## src/rtl/z_mul_arbiter_if.sv

```systemverilog
// rtl/z_mul_arbiter_if.sv - Request/response and multiplier signal bundle for z_mul_arbiter
// The master side is the environment (clients plus the shared multiplier); the slave side is the arbiter.
interface z_mul_arbiter_if #(
    parameter int DATA_WIDTH = 32,
    parameter int NUM_REQ    = 4
);
    logic [NUM_REQ-1:0]              req_valid;
    logic [NUM_REQ-1:0]              req_ready;
    logic [NUM_REQ*DATA_WIDTH-1:0]   req_oper1;
    logic [NUM_REQ*DATA_WIDTH-1:0]   req_oper2;
    logic [NUM_REQ-1:0]              rsp_valid;
    logic [NUM_REQ-1:0]              rsp_ready;
    logic [NUM_REQ*2*DATA_WIDTH-1:0] rsp_product;
    logic [DATA_WIDTH-1:0]           mul_oper1;
    logic [DATA_WIDTH-1:0]           mul_oper2;
    logic [2*DATA_WIDTH-1:0]         mul_product;
    logic                            busy;

    modport master (
        output req_valid, req_oper1, req_oper2, rsp_ready, mul_product,
        input  req_ready, rsp_valid, rsp_product, mul_oper1, mul_oper2, busy
    );

    modport slave (
        input  req_valid, req_oper1, req_oper2, rsp_ready, mul_product,
        output req_ready, rsp_valid, rsp_product, mul_oper1, mul_oper2, busy
    );
endinterface

```

## src/rtl/z_mul_arbiter.sv

```systemverilog
// rtl/z_mul_arbiter.sv - Round-robin sharing of one fixed-latency multiplier among NUM_REQ requesters
// A tag shift register tracks which requester owns the product emerging from the multiplier.
module z_mul_arbiter #(
    parameter int DATA_WIDTH  = 32,
    parameter int NUM_REQ     = 4,
    parameter int MUL_LATENCY = 1
) (
    input  logic           z_clk,
    input  logic           z_rst,
    z_mul_arbiter_if.slave bus
);
    localparam int IDX_W     = (NUM_REQ > 1) ? $clog2(NUM_REQ) : 1;
    localparam int TAG_DEPTH = MUL_LATENCY + 1;
    localparam int PW        = 2 * DATA_WIDTH;

    logic [IDX_W-1:0]      ptr;
    logic [NUM_REQ-1:0]    inflight;
    logic [NUM_REQ-1:0]    rsp_valid_q;
    logic [PW-1:0]         rsp_prod_q [NUM_REQ];
    logic [TAG_DEPTH-1:0]  tag_valid;
    logic [IDX_W-1:0]      tag_id [TAG_DEPTH];
    logic [DATA_WIDTH-1:0] oper1_q;
    logic [DATA_WIDTH-1:0] oper2_q;

    logic [NUM_REQ-1:0]    pending;
    logic [NUM_REQ-1:0]    elig;
    logic                  grant_found;
    logic [IDX_W-1:0]      grant_idx;
    logic [NUM_REQ-1:0]    grant_oh;
    logic [NUM_REQ-1:0]    cap_oh;
    logic [NUM_REQ-1:0]    ack_oh;

    function automatic logic [IDX_W-1:0] wrap_idx(input logic [IDX_W-1:0] base, input int off);
        int s;
        s = int'(base) + off;
        if (s >= NUM_REQ) s = s - NUM_REQ;
        return IDX_W'(s);
    endfunction

    assign pending = inflight | rsp_valid_q;
    assign elig    = bus.req_valid & ~pending;

    // Scan from the farthest offset down so the eligible index nearest ptr is written last.
    always_comb begin
        grant_found = 1'b0;
        grant_idx   = '0;
        for (int o = NUM_REQ - 1; o >= 0; o--) begin
            if (elig[wrap_idx(ptr, o)]) begin
                grant_found = 1'b1;
                grant_idx   = wrap_idx(ptr, o);
            end
        end
    end

    assign grant_oh = (grant_found && !z_rst) ? (NUM_REQ'(1) << grant_idx) : '0;
    assign cap_oh   = tag_valid[TAG_DEPTH-1] ? (NUM_REQ'(1) << tag_id[TAG_DEPTH-1]) : '0;
    assign ack_oh   = rsp_valid_q & bus.rsp_ready;

    always_ff @(posedge z_clk or posedge z_rst) begin
        if (z_rst) begin
            ptr         <= '0;
            inflight    <= '0;
            rsp_valid_q <= '0;
            tag_valid   <= '0;
            oper1_q     <= '0;
            oper2_q     <= '0;
            for (int i = 0; i < NUM_REQ; i++) rsp_prod_q[i] <= '0;
            for (int s = 0; s < TAG_DEPTH; s++) tag_id[s] <= '0;
        end else begin
            if (grant_found) begin
                oper1_q <= bus.req_oper1[grant_idx*DATA_WIDTH +: DATA_WIDTH];
                oper2_q <= bus.req_oper2[grant_idx*DATA_WIDTH +: DATA_WIDTH];
                ptr     <= (grant_idx == IDX_W'(NUM_REQ - 1)) ? '0 : grant_idx + 1'b1;
            end
            tag_valid[0] <= grant_found;
            tag_id[0]    <= grant_idx;
            for (int s = 1; s < TAG_DEPTH; s++) begin
                tag_valid[s] <= tag_valid[s-1];
                tag_id[s]    <= tag_id[s-1];
            end
            inflight    <= (inflight | grant_oh) & ~cap_oh;
            rsp_valid_q <= (rsp_valid_q & ~ack_oh) | cap_oh;
            for (int i = 0; i < NUM_REQ; i++) begin
                if (cap_oh[i]) rsp_prod_q[i] <= bus.mul_product;
            end
        end
    end

    genvar gi;
    generate
        for (gi = 0; gi < NUM_REQ; gi++) begin : g_rsp
            assign bus.rsp_product[gi*PW +: PW] = rsp_prod_q[gi];
        end
    endgenerate

    assign bus.req_ready = grant_oh;
    assign bus.rsp_valid = rsp_valid_q;
    assign bus.mul_oper1 = oper1_q;
    assign bus.mul_oper2 = oper2_q;
    assign bus.busy      = |pending;
endmodule
```

## src/flat_wrapper.sv

```systemverilog
// flat-port wrapper written by rule: the top's interface ports become plain ports
module z_mul_arbiter_flat 
#(
    parameter int DATA_WIDTH  = 32,
    parameter int NUM_REQ     = 4,
    parameter int MUL_LATENCY = 1
)
  (z_clk, z_rst, bus_req_valid, bus_req_oper1, bus_req_oper2, bus_rsp_ready, bus_mul_product, bus_req_ready, bus_rsp_valid, bus_rsp_product, bus_mul_oper1, bus_mul_oper2, bus_busy);
  z_mul_arbiter_if #(.DATA_WIDTH(DATA_WIDTH), .NUM_REQ(NUM_REQ)) bus_i ();
  input  logic z_clk;
  input  logic z_rst;
  input wire logic [$bits(bus_i.req_valid)-1:0] bus_req_valid;
  input wire logic [$bits(bus_i.req_oper1)-1:0] bus_req_oper1;
  input wire logic [$bits(bus_i.req_oper2)-1:0] bus_req_oper2;
  input wire logic [$bits(bus_i.rsp_ready)-1:0] bus_rsp_ready;
  input wire logic [$bits(bus_i.mul_product)-1:0] bus_mul_product;
  output wire logic [$bits(bus_i.req_ready)-1:0] bus_req_ready;
  output wire logic [$bits(bus_i.rsp_valid)-1:0] bus_rsp_valid;
  output wire logic [$bits(bus_i.rsp_product)-1:0] bus_rsp_product;
  output wire logic [$bits(bus_i.mul_oper1)-1:0] bus_mul_oper1;
  output wire logic [$bits(bus_i.mul_oper2)-1:0] bus_mul_oper2;
  output wire logic [$bits(bus_i.busy)-1:0] bus_busy;
  assign bus_i.req_valid = bus_req_valid;
  assign bus_i.req_oper1 = bus_req_oper1;
  assign bus_i.req_oper2 = bus_req_oper2;
  assign bus_i.rsp_ready = bus_rsp_ready;
  assign bus_i.mul_product = bus_mul_product;
  assign bus_req_ready = bus_i.req_ready;
  assign bus_rsp_valid = bus_i.rsp_valid;
  assign bus_rsp_product = bus_i.rsp_product;
  assign bus_mul_oper1 = bus_i.mul_oper1;
  assign bus_mul_oper2 = bus_i.mul_oper2;
  assign bus_busy = bus_i.busy;
  z_mul_arbiter #(.DATA_WIDTH(DATA_WIDTH), .NUM_REQ(NUM_REQ), .MUL_LATENCY(MUL_LATENCY)) u_core (.z_clk(z_clk), .z_rst(z_rst), .bus(bus_i));
endmodule
```

## config.mk

```make
export PLATFORM = sky130hd
export DESIGN_NAME = z_mul_arbiter_flat
export DESIGN_NICKNAME = d
export VERILOG_FILES = /design/src/rtl/z_mul_arbiter_if.sv /design/src/rtl/z_mul_arbiter.sv /design/src/flat_wrapper.sv
export SDC_FILE = /design/constraint.sdc
export NUM_CORES = 1
export LEC_CHECK = 0
export CAP_MARGIN = 10
export CORE_AREA = 5 5 254 256
export DETAILED_ROUTE_END_ITERATION = 8
export DIE_AREA = 0 0 259 261
export GPL_ROUTABILITY_DRIVEN = 0
export PLACE_DENSITY = 0.59
export SETUP_SLACK_MARGIN = 0.4
export SLEW_MARGIN = 20
export SYNTH_ARGS = -nofsm -noshare
export SYNTH_HDL_FRONTEND = slang
export SYNTH_SLANG_ARGS = --single-unit
```

## constraint.sdc

```tcl
create_clock -name z_clk -period 12.48 [get_ports z_clk]
set_clock_uncertainty 0.05 [all_clocks]
set_input_delay 2.496 -clock z_clk [delete_from_list [all_inputs] [get_ports z_clk]]
set_output_delay 2.496 -clock z_clk [all_outputs]
set_load 0.03 [all_outputs]
```

==> impl_metrics.py, run 1 <==
metrics = {
    "timing": {
        "tightest_slew_ns": 0.9397,
        "min_period_over_period": 0.6816,
        "setup_viol": 0,
        "layout_min_cycle_time_ns": 8.507,
        "rsz0062_at_grt": "false",
        "finalHoldViolCount": 0,
        "final.setup.tns_ns": 0,
        "fmax_ghz": 0.1176,
        "slew_headroom": 0.3735,
        "final_max_slew_viol_count": 0,
    },
    "routing": {
        "avgRoutedWirePerCell_um": 21.87,
        "num_vias": 11850,
        "drt_iter0_markers": 552,
        "first_pass_iters": 5,
        "vias_per_cell": 4.499,
        "drc": 0,
        "antenna_left": 0,
        "drt-total-wl_um": 57580,
    },
    "synth": {
        "synth_top_area_frac": 0.5777,
        "yosysSeqAreaShare": 0.5777,
        "syn_inst": 1117,
        "synth_area_leaders": "dfrtp_1 58%, mux2_2 20%, a211oi_1 6.6%, mux2i_1 4.4%, a31oi_1 2.8%",
        "netlist_area_mm2": 0.01456,
        "synth-main-ff-cell": "dfrtp_1",
        "synth.avg_cell_area_um2": 13.03,
        "syn_nets": 1449,
        "synth_top_family_by_area": "multiplexers",
        "async_flop_share": 1.000,
        "synthAdderAreaFrac": 0.001719,
        "yosys_warnings": 0,
        "synth_edf_count": 0,
        "synthSimpleGateAreaFrac": 0.02983,
        "synth-compound-area-share": 0.1026,
        "ys_types": 39,
        "synth_xor_area_frac": 0,
        "yosysMostFrequentCell": "dfrtp_1",
        "synth_commonest_cells": "336 x dfrtp_1, 256 x mux2_2, 128 x a211oi_1",
        "ys_seq_elements": 336,
        "synth_top_area_cell": "dfrtp_1",
        "synth.area.mux_share": 0.2421,
    },
    "global_routing": {
        "grt_pass1_vias": 12520,
        "grt_usage": 0.1605,
        "antenna_found_initial": 8,
        "overflow": 0,
        "grt_max_degree": 80,
        "grt_pass1_wl_um": 83270,
    },
    "layout": {
        "drive_above_1_share": 0.1964,
        "nets": 2087,
        "syn_to_final_growth_pct": 60.22,
    },
    "critical_path": {
        "critPathArrivalTime_ns": 5.96,
        "reg2regPathDepth": 8,
        "endpoint_kind": "primary output",
        "crit_type": "in2out",
        "required_ns": 9.93,
        "start_kind": "input port",
        "crit_fanout": 65,
    },
    "min_path": {
        "worstHoldPathCells": 0,
        "hold_class": "reg2reg",
    },
    "clock_network": {
        "cts.repair.resized": 0,
        "ctsHtreeMaxLevel": 2,
        "clockRootBuffer": "clkbuf_16",
        "postCtsSetupBuffers": 0,
        "cts_hold_buf": 0,
        "clock_latency_ns": 0.54,
        "cts_buffer_depth": 3,
        "numCtsBuffers": 40,
        "clk_pin_slew_ns": 0.05,
        "cts_tree": "built",
        "cts_sinks": 336,
    },
    "pwr": {
        "ir_drop_v": 0.00009940,
        "combPwrFrac": 0.577,
        "leakagePower_nw": 9.588,
        "pwr-share-seq": 0.272,
        "total_power_w": 0.007321,
        "p_per_area_mw_per_mm2": 313.9,
        "swShare": 0.4373,
        "clockPowerShare": 0.151,
        "p_int_w": 0.004119,
        "switching_power_w": 0.003202,
    },
    "die": {
        "coreArea_mm2": 0.06227,
        "rows": 92,
        "io-pin-count": 659,
        "start_util": 0.2337,
        "die_y_um": 261,
        "die-width_um": 259,
        "die-area_mm2": 0.06760,
    },
    "flow_run": {
        "maxCapViolations": 0,
    },
    "outcome": {
        "status": "finished, final reports clean",
    },
    "place": {
        "portBuffers": 658,
        "dp_hpwl_um": 43660,
    },
}
-- metrics by stage --
stage               instance area [um2]  utilization  hold WS, ns  setup WS, ns  instances
CTS                               23280       0.3738       0.3062         3.935       2627
finish                            23320       0.3745       0.3047         3.973       2633
detailed placement                22030       0.3538       0.2870         3.951       2558
global placement                  22030       0.3538       0.2877         3.957       2558
global route                      23310       0.3744       0.3105         3.788       2631
floorplan                         14560            -       0.2812         1.684       1117
-- worst max-delay path: stages --
cell	delay [ns]
clkdlybuf4s50_1	0.48
or3b_1	0.43
o21ai_4	0.17
buf_4	0.60
nand3_4	0.51
ha_1	0.37
and3_1	0.20
clkdlybuf4s50_1	0.69
-- routing by layer --
layer,GRT usage,up-vias,part of all wire
met2,0.2849,536,0.51
met1,0.1858,5895,0.38
met3,0.04994,84,0.085
li1,-,5329,-
met4,0.05091,2,0.030
met5,0,-,0.00023
-- logic make-up (layout without fill, tap and decap cells) --
logic type / Yosys count / after routing
flops: 336 / 336
mux: 320 / 320
compound gates: 210 / 210
buf+inv: 157 / 822
simple gates: 92 / 92
fa+ha+maj: 2 / 2
other cells: 0 / 5
-- sequential cells by signal (all words and copies together), names as in the netlist --
name,cells
u_core.inflight,4
u_core.bus.mul_oper1,32
u_core.bus.rsp_valid,4
u_core.bus.mul_oper2,32
u_core.tag_id,4
u_core.ptr,2
u_core.bus.rsp_product,256
u_core.tag_valid,2
-- final timing paths --
path	startpoint	end	slack (ns)
setup / recovery	bus_req_valid[3]	bus_req_ready[2]	3.97
hold / removal	u_core.tag_id[2]	u_core.tag_id[0]	0.30
setup reg to reg	u_core.bus.rsp_valid[3]	u_core.bus.mul_oper1[2]	8.75
hold reg to reg	u_core.tag_id[2]	u_core.tag_id[0]	0.30
max in group asynchronous	z_rst	u_core.bus.rsp_product[182]	7.42
min in group asynchronous	z_rst	u_core.bus.rsp_valid[3]	2.27
-- power groups by stage --
stage                     Sequential, W  Clock [W]  Combinational (W)
final                           0.00199    0.00111            0.00422
after global routing            0.00206    0.00119            0.00442
after CTS                       0.00200    0.00115            0.00427
after detailed placement        0.00201          0            0.00427
after global placement          0.00198          0            0.00423
after floorplan                 0.00304          0            0.00144
-- final cells by class --
cell class	count	area, um2
fillers	6156	38950
flip-flops and latches	336	8408
repair buffers	680	6775
multi-input cells	624	5543
clock buffers	56	1122
well taps	846	1059
inverters	73	277.8
clock inverters	13	122.6
diodes	5	12.51
-- cell usage in the layout, fill, tap and decap left out, types with 2 or more instances in the layout --
cell / n
diode_2: 5
ha_1: 2
clkinvlp_4: 5
and3_1: 2
clkinv_4: 3
dfrtp_1: 336
a31oi_1: 64
mux2_2: 256
a211oi_1: 128
clkbuf_1: 11
nand3_4: 2
nor2_1: 68
mux2i_1: 64
inv_1: 71
buf_4: 20
clkinv_2: 4
nor3b_1: 5
or3b_1: 3
o21ai_0: 4
clkbuf_16: 41
clkbuf_8: 4
o21a_1: 3
nand3b_1: 2
clkdlybuf4s50_1: 658
Note: power is estimated with default switching activity, not from simulation.
==> run 2: changes to the inputs <==
CORE_AREA = 5 5 257 259   (was 5 5 254 256)
DIE_AREA = 0 0 262 264   (was 0 0 259 261)
PLACE_DENSITY = 0.56   (was 0.59)
clock period = 8.2 ns   (was 12.48 ns; I/O delays follow)
==> impl_metrics.py, run 2 (synthesis results as in run 1) <==
metrics = {
    "global_routing": {
        "grt_pass1_vias": 12410,
        "grt_max_degree": 158,
        "grt_pass1_wl_um": 84580,
        "overflow": 0,
        "antenna_found_initial": 17,
        "grt_usage": 0.1592,
    },
    "clock_network": {
        "ctsHtreeMaxLevel": 2,
        "clock_latency_ns": 0.57,
        "cts.repair.resized": 0,
        "clockRootBuffer": "clkbuf_16",
        "cts_sinks": 336,
        "clk_pin_slew_ns": 0.06,
        "cts_hold_buf": 0,
        "cts_buffer_depth": 3,
        "numCtsBuffers": 43,
        "cts_tree": "built",
        "postCtsSetupBuffers": 0,
    },
    "routing": {
        "drc": 0,
        "first_pass_iters": 5,
        "num_vias": 11750,
        "vias_per_cell": 4.439,
        "antenna_left": 0,
        "drt-total-wl_um": 57710,
        "drt_iter0_markers": 537,
        "avgRoutedWirePerCell_um": 21.80,
    },
    "flow_run": {
        "maxCapViolations": 0,
    },
    "critical_path": {
        "r2r_slack_ns": 4.99,
        "critPathArrivalTime_ns": 4.73,
        "reg2regPathDepth": 7,
        "timing.rr.start": "u_core.bus.rsp_valid[3]",
        "crit_type": "in2out",
        "start_kind": "input port",
        "required_ns": 6.51,
        "reg2reg_to": "u_core.bus.mul_oper1[3]",
        "crit_fanout": 66,
        "endpoint_kind": "primary output",
    },
    "layout": {
        "largest_reg_flops": 256,
        "syn_to_final_growth_pct": 61.40,
        "final_area_mm2": 0.02349,
        "final_cell_mix": "658 x clkdlybuf4s50_1, 336 x dfrtp_1, 256 x mux2_2",
        "drive_above_1_share": 0.1992,
        "fin_cells": 2647,
        "fin_util": 0.3691,
        "final_common_cell": "clkdlybuf4s50_1",
        "nets": 2086,
    },
    "place": {
        "placed_cells": 2564,
        "portBuffers": 658,
        "dp_hpwl_um": 43440,
        "placed_area_mm2": 0.02204,
    },
    "timing": {
        "final_max_slew_viol_count": 0,
        "tightest_slew_ns": 1.011,
        "setup_viol": 0,
        "rsz0062_at_grt": "false",
        "layout_min_cycle_time_ns": 6.420,
        "final.setup.tns_ns": 0,
        "slew_headroom": 0.3261,
        "finalHoldViolCount": 0,
        "min_period_over_period": 0.7829,
        "fmax_ghz": 0.1558,
    },
    "pwr": {
        "combPwrFrac": 0.567,
        "leakagePower_nw": 9.681,
        "switching_power_w": 0.004878,
        "clockPowerShare": 0.167,
        "p_int_w": 0.006447,
        "ir_drop_v": 0.0002345,
        "swShare": 0.4307,
        "p_per_area_mw_per_mm2": 482.1,
        "pwr-share-seq": 0.266,
    },
    "die": {
        "rows": 93,
        "die-area_mm2": 0.06917,
        "die_y_um": 264,
        "start_util": 0.2287,
        "io-pin-count": 659,
        "die-width_um": 262,
        "coreArea_mm2": 0.06365,
    },
    "outcome": {
        "status": "finished, final reports clean",
    },
    "min_path": {
        "min_to": "u_core.tag_valid[1]",
        "hold_class": "reg2reg",
        "hp-start": "u_core.tag_valid[0]",
        "worstHoldPathCells": 0,
    },
}
-- run 2: cell types whose count changed in the layout (fill, tap and decap cells not counted) --
cell	previous run	this run
nor3b_1	5	4
clkbuf_16	41	43
nor3b_2	1	2
clkinvlp_4	5	1
bufinv_16	0	3
clkinv_2	4	6
buf_12	0	1
buf_16	1	0
buf_6	1	0
inv_6	0	1
buf_4	20	17
clkbuf_8	4	9
-- run 2: worst max path at each step --
stage                                start          endpoint  slack [ns]  cells after the start
after detailed placement  bus_req_valid[2]  bus_req_ready[3]        1.74                      8
after global routing      bus_req_valid[2]  bus_req_ready[3]        1.60                      8
after floorplan                      z_rst  bus_req_ready[1]       -0.88                      3
after CTS                 bus_req_valid[2]  bus_req_ready[3]        1.74                      8
final                     bus_req_valid[2]  bus_req_ready[3]        1.78                      8
after global placement    bus_req_valid[2]  bus_req_ready[3]        1.80                      8
-- run 2: per-stage QoR --
step | hold slack (ns) | power (W) | worst slack [ns]
floorplan | 0.2812 | 0.006811 | -0.8804
global placement | 0.2853 | 0.009448 | 1.795
detailed placement | 0.2885 | 0.009548 | 1.741
CTS | 0.3015 | 0.01150 | 1.743
global route | 0.3109 | 0.01192 | 1.599
finish | 0.2968 | 0.01132 | 1.780
-- run 2: worst max-delay path, stage by stage --
cell and delay [ns]:
clkdlybuf4s50_1 0.50, nor3b_1 0.34, a21oi_1 0.23, a22oi_2 0.23, buf_4 0.63, ha_1 0.27, and3_1 0.18, clkdlybuf4s50_1 0.70
-- run 2: power by group through the flow --
stage	sequential, W	combinational (W)	clock, W
after detailed placement	0.00304	0.00651	0
after global routing	0.00312	0.00677	0.00203
after global placement	0.00300	0.00644	0
after floorplan	0.00462	0.00219	0
final	0.00301	0.00642	0.00190
after CTS	0.00302	0.00652	0.00197
-- run 2: metal layers --
metal / GRT usage / routed length, um
met1: 0.1825 / 21600
met2: 0.2821 / 29140
met3: 0.05954 / 5575
met4: 0.03631 / 1286
met5: 0 / 103
-- run 2: area by class of cell --
| cell class | count | area, um2 |
|---|---|---|
| fill | 6199 | 40160 |
| sequential | 336 | 8408 |
| timing repair buffer | 676 | 6734 |
| multi-input combinational | 624 | 5548 |
| clock buffer | 63 | 1241 |
| tap | 855 | 1070 |
| inverter | 73 | 277.8 |
| clock inverter | 15 | 201.4 |
| antenna | 5 | 12.51 |
==> run 3: changes to the inputs <==
clock period = 6 ns   (was 8.2 ns; I/O delays follow)
==> impl_metrics.py, run 3 (synthesis results as in run 1) <==
metrics = {
    "clock_network": {
        "numCtsBuffers": 40,
        "cts_buffer_depth": 3,
        "cts_tree": "built",
        "cts.repair.resized": 0,
        "clock_latency_ns": 0.55,
        "cts_hold_buf": 0,
        "clk_pin_slew_ns": 0.07,
        "postCtsSetupBuffers": 0,
        "cts_sinks": 336,
        "ctsHtreeMaxLevel": 2,
        "clockRootBuffer": "clkbuf_16",
    },
    "timing": {
        "rsz0062_at_grt": "false",
        "min_period_over_period": 0.8148,
        "layout_min_cycle_time_ns": 4.889,
        "setup_viol": 0,
        "timing.hold.ws_ns": 0.2863,
        "final.setup.tns_ns": 0,
        "slew_headroom": 0.3548,
        "tightest_slew_ns": 0.9679,
        "fmax_ghz": 0.2045,
        "finalHoldViolCount": 0,
        "final_max_slew_viol_count": 0,
    },
    "die": {
        "start_util": 0.2287,
        "coreArea_mm2": 0.06365,
        "die-width_um": 262,
        "die_y_um": 264,
        "rows": 93,
        "io-pin-count": 659,
        "die-area_mm2": 0.06917,
    },
    "critical_path": {
        "reg2reg_to": "u_core.bus.mul_oper1[18]",
        "crit_fanout": 44,
        "critPathArrivalTime_ns": 3.64,
        "r2r_slack_ns": 2.94,
        "crit_start": "bus_req_valid[2]",
        "endpoint_kind": "primary output",
        "crit_type": "in2out",
        "required_ns": 4.75,
        "reg2regPathDepth": 7,
        "start_kind": "input port",
        "crit_end": "bus_req_ready[3]",
        "timing.rr.start": "u_core.bus.rsp_valid[2]",
    },
    "routing": {
        "avgRoutedWirePerCell_um": 21.92,
        "drt_iter0_markers": 581,
        "vias_per_cell": 4.472,
        "drt-total-wl_um": 57970,
        "num_vias": 11820,
        "drc": 0,
        "antenna_left": 0,
        "first_pass_iters": 5,
    },
    "layout": {
        "fill_cells": 6164,
        "final_cell_mix": "654 x clkdlybuf4s50_1, 336 x dfrtp_1, 256 x mux2_2",
        "seqCellArea_mm2": 0.008408,
        "fin_util": 0.3688,
        "drive_above_1_share": 0.2035,
        "largest_reg_flops": 256,
        "syn_to_final_growth_pct": 61.27,
        "fin_cells": 2644,
        "nets": 2086,
        "multi_input_area_mm2": 0.005560,
        "final_common_cell": "clkdlybuf4s50_1",
    },
    "pwr": {
        "p_per_area_mw_per_mm2": 659.0,
        "switching_power_w": 0.006711,
        "clockPowerShare": 0.163,
        "swShare": 0.4338,
        "combPwrFrac": 0.570,
        "p_int_w": 0.008760,
        "leakagePower_nw": 9.683,
        "total_power_w": 0.01547,
        "ir_drop_v": 0.0003066,
        "pwr-share-seq": 0.268,
    },
    "flow_run": {
        "maxCapViolations": 0,
    },
    "place": {
        "placed_cells": 2567,
        "portBuffers": 658,
        "dp_hpwl_um": 43170,
    },
    "min_path": {
        "hold_class": "reg2reg",
        "worstHoldPathCells": 0,
    },
    "global_routing": {
        "grt_pass1_vias": 12500,
        "grt_pass1_wl_um": 83510,
        "grt_max_degree": 166,
        "antenna_found_initial": 10,
        "grt_usage": 0.1583,
        "overflow": 0,
    },
    "outcome": {
        "status": "finished, final reports clean",
    },
}
-- run 3: cell types whose count changed in the layout (fill, tap and decap cells not counted), moves of 2 or more --
cell,delta
buf_12,+3
buf_4,+4
clkbuf_1,-5
clkbuf_16,-3
clkdlybuf4s50_1,-4
clkinv_2,+3
clkinv_4,-2
-- run 3: worst max-delay path, stage by stage --
cell	delay [ns]
clkdlybuf4s50_1	0.49
nor3b_1	0.34
a21oi_1	0.23
a22oi_2	0.24
buf_4	0.52
ha_1	0.24
and3_1	0.22
buf_12	0.14
-- run 3: power by group through the flow --
stage / Clock (W) / Combinational [W] / Sequential, W
floorplan: 0 / 0.00300 / 0.00632
global placement: 0 / 0.00887 / 0.00413
detailed placement: 0 / 0.00896 / 0.00418
CTS: 0.00262 / 0.00897 / 0.00415
global route: 0.00270 / 0.00927 / 0.00429
finish: 0.00252 / 0.00881 / 0.00414
-- run 3: worst min-delay path by stage --
stage	slack, ns	endpoint	from
6_report	0.29	u_core.tag_valid[1]	u_core.tag_valid[0]
5_1_grt	0.29	u_core.tag_valid[1]	u_core.tag_valid[0]
4_1_cts	0.29	u_core.tag_valid[1]	u_core.tag_valid[0]
3_5_place_dp	0.28	u_core.tag_valid[1]	u_core.tag_valid[0]
3_3_place_gp	0.28	u_core.tag_valid[1]	u_core.tag_valid[0]
2_1_floorplan	0.28	u_core.tag_id[0]	u_core.tag_id[2]
-- run 3: final cells by class --
| class | instances | area share |
|---|---|---|
| antenna | 5 | 0.0005330 |
| inverter | 73 | 0.01183 |
| multi-input combinational | 624 | 0.2369 |
| sequential | 336 | 0.3582 |
| tap | 855 | 0.04557 |
| timing repair buffer | 679 | 0.2890 |
| clock buffer | 54 | 0.04829 |
| clock inverter | 18 | 0.009701 |
-- run 3: metrics by stage --
step                      cell area (um2)  setup slack, ns
after global placement              22100            1.109
after floorplan                     14570           -2.186
after global routing                23470           0.9631
after detailed placement            22100            1.108
final                               23470            1.111
after CTS                           23460            1.099
-- run 3: metal layers --
metal  global-route usage  wire length (um)  vias up
met5                    0                54        -
met4              0.05158              1742        6
met3              0.04435              4759       87
met2               0.2823             29800      506
met1               0.1827             21610     5890
li1                     -                 -     5335
